$ cat src/rtl/igbt_seq_ctrl.sv
// H-bridge IGBT sequencer: bootstrap precharge, edge-aligned PWM run,
// drain-down stop and latched fault handling. All outputs are registered.
module igbt_seq_ctrl #(
  parameter int unsigned PERIOD      = 500,
  parameter int unsigned BOOT_CYCLES = 200,
  parameter int unsigned MIN_PULSE   = 8,
  parameter int unsigned STOP_CYCLES = 16
) (
  input  logic       clk,
  input  logic       rst_n,
  input  logic       run_req,
  input  logic       fault_in,
  input  logic       fault_clr,
  input  logic [8:0] duty_l,
  input  logic [8:0] duty_r,
  output logic [1:0] igbt_control,
  output logic       start_stop,
  output logic       err_unit,
  output logic [2:0] state_o
);

  typedef enum logic [2:0] {
    StIdle   = 3'd0,
    StPrechg = 3'd1,
    StRun    = 3'd2,
    StStop   = 3'd3,
    StFault  = 3'd4
  } state_e;

  localparam logic [8:0] PerVal   = 9'(PERIOD);
  localparam logic [8:0] PerLast  = 9'(PERIOD - 1);
  localparam logic [8:0] BootLast = 9'(BOOT_CYCLES - 1);
  localparam logic [8:0] StopLast = 9'(STOP_CYCLES - 1);
  localparam logic [8:0] MinPulse = 9'(MIN_PULSE);
  localparam logic [8:0] HiLimit  = 9'(PERIOD - MIN_PULSE);

  state_e     state_q, state_d;
  logic [8:0] cnt_q, cnt_d;
  logic [8:0] dl_q, dl_d;
  logic [8:0] dr_q, dr_d;
  logic       fault_meta_q, fault_s_q;
  logic [1:0] igbt_d;
  logic       ss_d, err_d;

  // Saturate to the period, then snap slivers shorter than MIN_PULSE to fully off/on.
  function automatic logic [8:0] shape_duty(input logic [8:0] d);
    logic [8:0] s;
    s = (d > PerVal) ? PerVal : d;
    if (s < MinPulse) begin
      s = '0;
    end else if (s > HiLimit) begin
      s = PerVal;
    end
    return s;
  endfunction

  // Two-flop synchronizer for the asynchronous fault input.
  always_ff @(posedge clk or negedge rst_n) begin
    if (!rst_n) begin
      fault_meta_q <= 1'b0;
      fault_s_q    <= 1'b0;
    end else begin
      fault_meta_q <= fault_in;
      fault_s_q    <= fault_meta_q;
    end
  end

  // Next-state, shared phase/carrier counter and duty latch logic.
  always_comb begin
    state_d = state_q;
    cnt_d   = cnt_q;
    dl_d    = dl_q;
    dr_d    = dr_q;
    if (fault_s_q) begin
      state_d = StFault;
      cnt_d   = '0;
    end else begin
      unique case (state_q)
        StIdle: begin
          if (run_req) begin
            state_d = StPrechg;
            cnt_d   = '0;
          end
        end
        StPrechg: begin
          if (cnt_q == BootLast) begin
            state_d = StRun;
            cnt_d   = '0;
            dl_d    = shape_duty(duty_l);
            dr_d    = shape_duty(duty_r);
          end else begin
            cnt_d = cnt_q + 9'd1;
          end
        end
        StRun: begin
          if (cnt_q == PerLast) begin
            cnt_d = '0;
            if (!run_req) begin
              state_d = StStop;
            end else begin
              dl_d = shape_duty(duty_l);
              dr_d = shape_duty(duty_r);
            end
          end else begin
            cnt_d = cnt_q + 9'd1;
          end
        end
        StStop: begin
          if (cnt_q == StopLast) begin
            state_d = StIdle;
            cnt_d   = '0;
          end else begin
            cnt_d = cnt_q + 9'd1;
          end
        end
        StFault: begin
          cnt_d = '0;
          // fault_s is known low here; a clear with run_req high is ignored.
          if (fault_clr && !run_req) begin
            state_d = StIdle;
          end
        end
        default: begin
          state_d = StIdle;
          cnt_d   = '0;
        end
      endcase
    end
  end

  // Outputs computed from next-state values so they line up with state_o.
  always_comb begin
    igbt_d = 2'b00;
    if (state_d == StRun) begin
      igbt_d = {cnt_d < dl_d, cnt_d < dr_d};
    end
    ss_d  = (state_d == StPrechg) || (state_d == StRun) || (state_d == StStop);
    err_d = (state_d == StFault);
  end

  // State, counter, duty latches and registered outputs.
  always_ff @(posedge clk or negedge rst_n) begin
    if (!rst_n) begin
      state_q      <= StIdle;
      cnt_q        <= '0;
      dl_q         <= '0;
      dr_q         <= '0;
      igbt_control <= 2'b00;
      start_stop   <= 1'b0;
      err_unit     <= 1'b0;
    end else begin
      state_q      <= state_d;
      cnt_q        <= cnt_d;
      dl_q         <= dl_d;
      dr_q         <= dr_d;
      igbt_control <= igbt_d;
      start_stop   <= ss_d;
      err_unit     <= err_d;
    end
  end

  assign state_o = state_q;

endmodule

$ cat config.mk
export PLATFORM = sky130hd
export DESIGN_NAME = igbt_seq_ctrl
export DESIGN_NICKNAME = d
export VERILOG_FILES = /design/src/rtl/igbt_seq_ctrl.sv
export SDC_FILE = /design/constraint.sdc
export NUM_CORES = 1
export LEC_CHECK = 0
export CAP_MARGIN = 20
export CELL_PAD_IN_SITES_DETAIL_PLACEMENT = 1
export CELL_PAD_IN_SITES_GLOBAL_PLACEMENT = 2
export CORE_MARGIN = 4
export CORE_UTILIZATION = 37
export CTS_CLUSTER_DIAMETER = 120
export DETAILED_ROUTE_END_ITERATION = 12
export PLACE_DENSITY_LB_ADDON = 0.25
export SLEW_MARGIN = 20
export SYNTH_ARGS = -nofsm -noshare
export SYNTH_HDL_FRONTEND = slang
export SYNTH_SLANG_ARGS = --single-unit
$ cat constraint.sdc
create_clock -name clk -period 7.5 [get_ports clk]
set_input_delay 1.125 -clock clk [delete_from_list [all_inputs] [get_ports clk]]
set_output_delay 1.125 -clock clk [all_outputs]
set_load 0.01 [all_outputs]
# Word-level counts from Yosys, hierarchy flattened
# Index checks and enable logic that the tools add are counted.
# word_totals
output_inout_bits	7
inputBits	23
elab_cells	65
register_bits	36
# classes
addsub	1
n_reduce_logical	5
mux	31
n_eq_ne	11
n_lt_le_gt_ge	8
# ops
op	n
$mux W9	19
$gt A9 B9 Y1 const B	4
$pmux W9 S2	2
$pmux W9 S4	1
$mux W3	7
$lt A9 B4 Y1 const B	2
$lt A9 B9 Y1	2
$pmux W3 S5	1
$eq A3 B2 Y1 const B	4
$add A9 B1 Y9 const B	1
$eq A9 B4 Y1 const B	1
$eq A9 B8 Y1 const B	1
$eq A9 B9 Y1 const B	1
$eq A3 B1 Y1 const B	2
$eq A3 B3 Y1 const B	2
$logic_not A3 Y1	1
$logic_or A1 B1 Y1	2
$mux W2	1
$logic_and A1 B1 Y1	1
$logic_not A1 Y1	1

# Longest topological paths before layout
# logic_depth
word_depth	11
mapped_depth	14
ltp_nobuf	13

# Worst setup path after synthesis
# No wires, ideal clock.
# synth_timing
kind	input-to-reg
from	input port run_req
to	register igbt_control[0]
setup_time_ps	68
stages	11
arrival_time_ps	3139
path_slack_ps	4293
required_ps	7432
path_buffers	1
path_cell_list	inv_1 nor4_1 o221ai_1 buf_2 o31a_1 ha_1 a21o_1 a21o_1 a21oi_1 o21ai_0 and4bb_1
# synth_between
elab_chain_cells	7
elab_cells_between_ends	18
cone_classes	order compare (1); eq/ne (1); mux (14); reduce/logical (2)
# synth_rtl
item	line	text
start: declaration	11	input logic run_req,
parallel branches: the longest is 6 deep, another holds $lt A9 B9 Y1	-	
$mux W2 *	134	if (state_d == StRun) begin
via igbt_d[0]	42	logic [1:0] igbt_d;
end signal: assignment	156	igbt_control <= igbt_d;
end: declaration	16	output logic [1:0] igbt_control,
# Mark *: on every way through the listed nets, which the timed path passes.

# Final worst setup path
# layout_timing
from	input port run_req
to	register igbt_control[1]
# The elaborated chain is that of the path after synthesis.

==> results.json <==
{
  "gp_congestion": 0.832,
  "wire_per_inst_um": 16.7,
  "ys.flop_type": "dfrtp_1",
  "crit_path_end_kind": "register",
  "grt_util_met2_pct": 27.7,
  "clock_skew_ns": 0.0107,
  "power_switching_share_pct": 25.1,
  "worstSkewPairLatency_ns": 0.29,
  "vias": 1940,
  "dpl-instance-area_um2": 2620,
  "synth_edf_count": 0,
  "syn_nets": 283,
  "status": "finished, final reports clean",
  "internal_power_mw": 0.278,
  "syn_area_per_cell_um2": 9.47,
  "grt_max_degree": 37,
  "path_delay_family": "simple AND/OR/NAND/NOR gates",
  "cp_max_fo": 9,
  "synth_top_area_cell": "dfrtp_1",
  "setup_viol": 0,
  "r2r-start": "cnt_q[0]",
  "gr-max-usage-layer": "met2",
  "die_h_um": 86.9,
  "seqPwrFrac_pct": 53.6,
  "ir_drop_v": 0.0000686,
  "fin_nets": 309,
  "critPathArrivalTime_ns": 3.93,
  "cts_setup_buffers": 0,
  "grt_pass1_wl_um": 9910,
  "num_rows": 28,
  "grt_pass1_vias": 1978,
  "crit_slowest_cell": "clkdlybuf4s50_1",
  "hpwl_um": 4530,
  "cts-root-buf": "clkbuf_8",
  "use_met1_pct": 22.6,
  "max_cap_viol_count": 0,
  "synth_top_area_share_pct": 39.2,
  "hold_viol": 0,
  "fin_tns_setup_ns": 0,
  "ant_nets": 0,
  "reg2reg_slack_ns": 3.88,
  "antenna_cells": 0,
  "cts_hold_buf": 0,
  "cts_tree": "built",
  "initial_core_util_pct": 38.4,
  "fin_crit_sh_pct": 49.4,
  "synth_area_um2": 2300,
  "grtUsageMet3_pct": 3.12,
  "coreArea_um2": 5990,
  "grt_remaining_overflow": 0,
  "crit_type": "in -> reg",
  "area_delta_synth_final_pct": 17.8,
  "drt_first_pass_iters": 4,
  "synthCells": 243,
  "fin_area_um2": 2710,
  "grt_setup_unrepaired": "no",
  "die_area_um2": 7540,
  "synth.distinct_cells": 53,
  "port_buffers": 29,
  "slew_viol_final": 0,
  "fin_crit_ns": 3.70,
  "fillers": 702,
  "cts_max_level": 2,
  "cp_num_buf_inv": 2,
  "r2r-end": "igbt_control[1]",
  "p_sw_mw": 0.0929,
  "cts_resized": 0,
  "clock_sinks": 36,
  "timing.fmax_mhz": 270,
  "worstRegToRegCells": 13,
  "ys_top_cells_by_area": "dfrtp_1, ha_1, a21oi_1",
  "wl_um": 5770,
  "initialDrtViolationCount": 92,
  "crit_path_start_kind": "input port",
  "worstPathRequired_ns": 7.73,
  "synth_seq_cells": 36,
  "drc": 0,
  "antenna_found_initial": 0,
  "path_clk_slew_ns": 0.08,
  "p_leak_nw": 1.26,
  "via_per_inst": 5.62,
  "final_util_pct": 45.3,
  "crit_path_cell_trace": "clkdlybuf4s50_1 > inv_1 > nor4_4 > o21a_2 > and2b_1 > a21oi_2 > or2_1 > ha_1 > a21oi_1 > nor2b_1 > o21ai_0 > nor4bb_1 > o31a_1",
  "p_comb_share_pct": 9.2,
  "hold_depth": 0,
  "min_path_type": "reg -> reg",
  "power_density_nw_per_um2": 137,
  "clockBufferDepth": 2,
  "hp-start": "fault_meta_q",
  "groute.usage.overall_pct": 16.7,
  "die_w_um": 86.9,
  "io_pins": 30,
  "tightest_slew_ns": 0.828,
  "drive_gt1_share_pct": 8.52,
  "max_stage_delay_ns": 0.52,
  "max_slew_margin_pct": 44.8,
  "seq_area_frac_synth_pct": 39.2,
  "power_mw": 0.371,
  "clkPwrFrac_pct": 37.2,
  "worstHoldEndpoint": "fault_s_q",
  "ys_warn_count": 0,
  "async_flop_share_pct": 100,
  "cts-buffers-inserted": 5
}
Yosys cell counts (2+ instances only):
cell type	number
a211oi_1	4
a21o_1	7
a21oi_1	23
a21oi_2	2
a22oi_1	7
a311oi_1	6
a31oi_1	2
a32oi_1	2
and3_1	4
and4_1	2
buf_2	6
buf_6	2
clkbuf_1	2
dfrtp_1	36
ha_1	17
inv_1	20
nand2_1	14
nand2b_1	7
nand3_1	6
nand4_1	6
nand4bb_1	4
nor2_1	11
nor2b_1	5
nor3_1	3
nor4_1	3
o21a_1	4
o21ai_0	6
o31a_1	2
o41ai_1	2
or2_1	3
or2_2	3
cell usage in the layout (no fill, tap or decap), drive strengths merged, types with 6 or more instances in the layout:
cell type,Yosys,final
ha,17,17
nor2,11,11
a21o,7,7
nand2b,7,7
o21ai,7,7
dfrtp,36,36
inv,20,20
or2,6,6
a311oi,6,6
nand4,6,6
a21oi,25,25
clkdlybuf4s50,0,28
a22oi,7,7
nand2,14,14
nand3,6,6
how the worst max path moves through the flow:
stage / from / to / slack [ns] / depth (start not counted)
floorplan: run_req / igbt_control[0] / 4.29 / 11
global placement: run_req / igbt_control[1] / 3.60 / 13
detailed placement: run_req / igbt_control[1] / 3.48 / 13
CTS: run_req / igbt_control[1] / 3.78 / 13
global route: run_req / igbt_control[1] / 3.59 / 13
finish: run_req / igbt_control[1] / 3.80 / 13
power groups by stage:
| stage | sequential (mW) | combinational (mW) | clock (mW) |
|---|---|---|---|
| finish | 0.199 | 0.0340 | 0.138 |
| global route | 0.199 | 0.0380 | 0.152 |
| floorplan | 0.201 | 0.0122 | 0 |
| detailed placement | 0.203 | 0.0347 | 0 |
| global placement | 0.203 | 0.0346 | 0 |
| CTS | 0.199 | 0.0348 | 0.144 |
state kept, by name, summed over array words and instances, names as in the netlist:
| signal | cells |
|---|---|
| fault_s_q | 1 |
| cnt_q | 9 |
| start_stop | 1 |
| fault_meta_q | 1 |
| igbt_control | 2 |
| dr_q | 9 |
| dl_q | 9 |
| err_unit | 1 |
| state_o | 3 |
kinds of logic (layout without fill, tap and decap cells):
logic type / Yosys count / count (layout) / synth area share, %
AOI/OAI and AO/OA: 79 / 79 / 24.1
adders and majority gates: 17 / 17 / 9.24
buffers and inverters: 31 / 58 / 6.04
DFF: 36 / 36 / 39.2
muxes: 1 / 1 / 0.489
and+or+nand+nor: 79 / 79 / 21.0
cell type report:
cell class	instances	area, um2	area share (%)
well taps	75	93.8	3.46
inverters	20	75.1	2.77
repair buffers	30	293	10.8
clock buffers	5	68.8	2.54
clock inverters	3	18.8	0.692
flip-flops and latches	36	901	33.2
multi-input cells	176	1260	46.5
metrics by stage:
stage | hold slack [ns] | worst slack (ns) | cells
after detailed placement | 0.353 | 3.48 | 337
after global routing | 0.388 | 3.59 | 345
after CTS | 0.381 | 3.78 | 345
after global placement | 0.334 | 3.60 | 337
after floorplan | 0.331 | 4.29 | 243
final | 0.375 | 3.80 | 345
layer usage:
| metal | up-vias | share of wire (%) |
|---|---|---|
| met3 | 4 | 2.2 |
| met4 | 0 | 0.81 |
| met1 | 963 | 48 |
| met2 | 16 | 49 |
| li1 | 957 | - |
| met5 | - | 0 |
(Power assumes the default switching activity.)
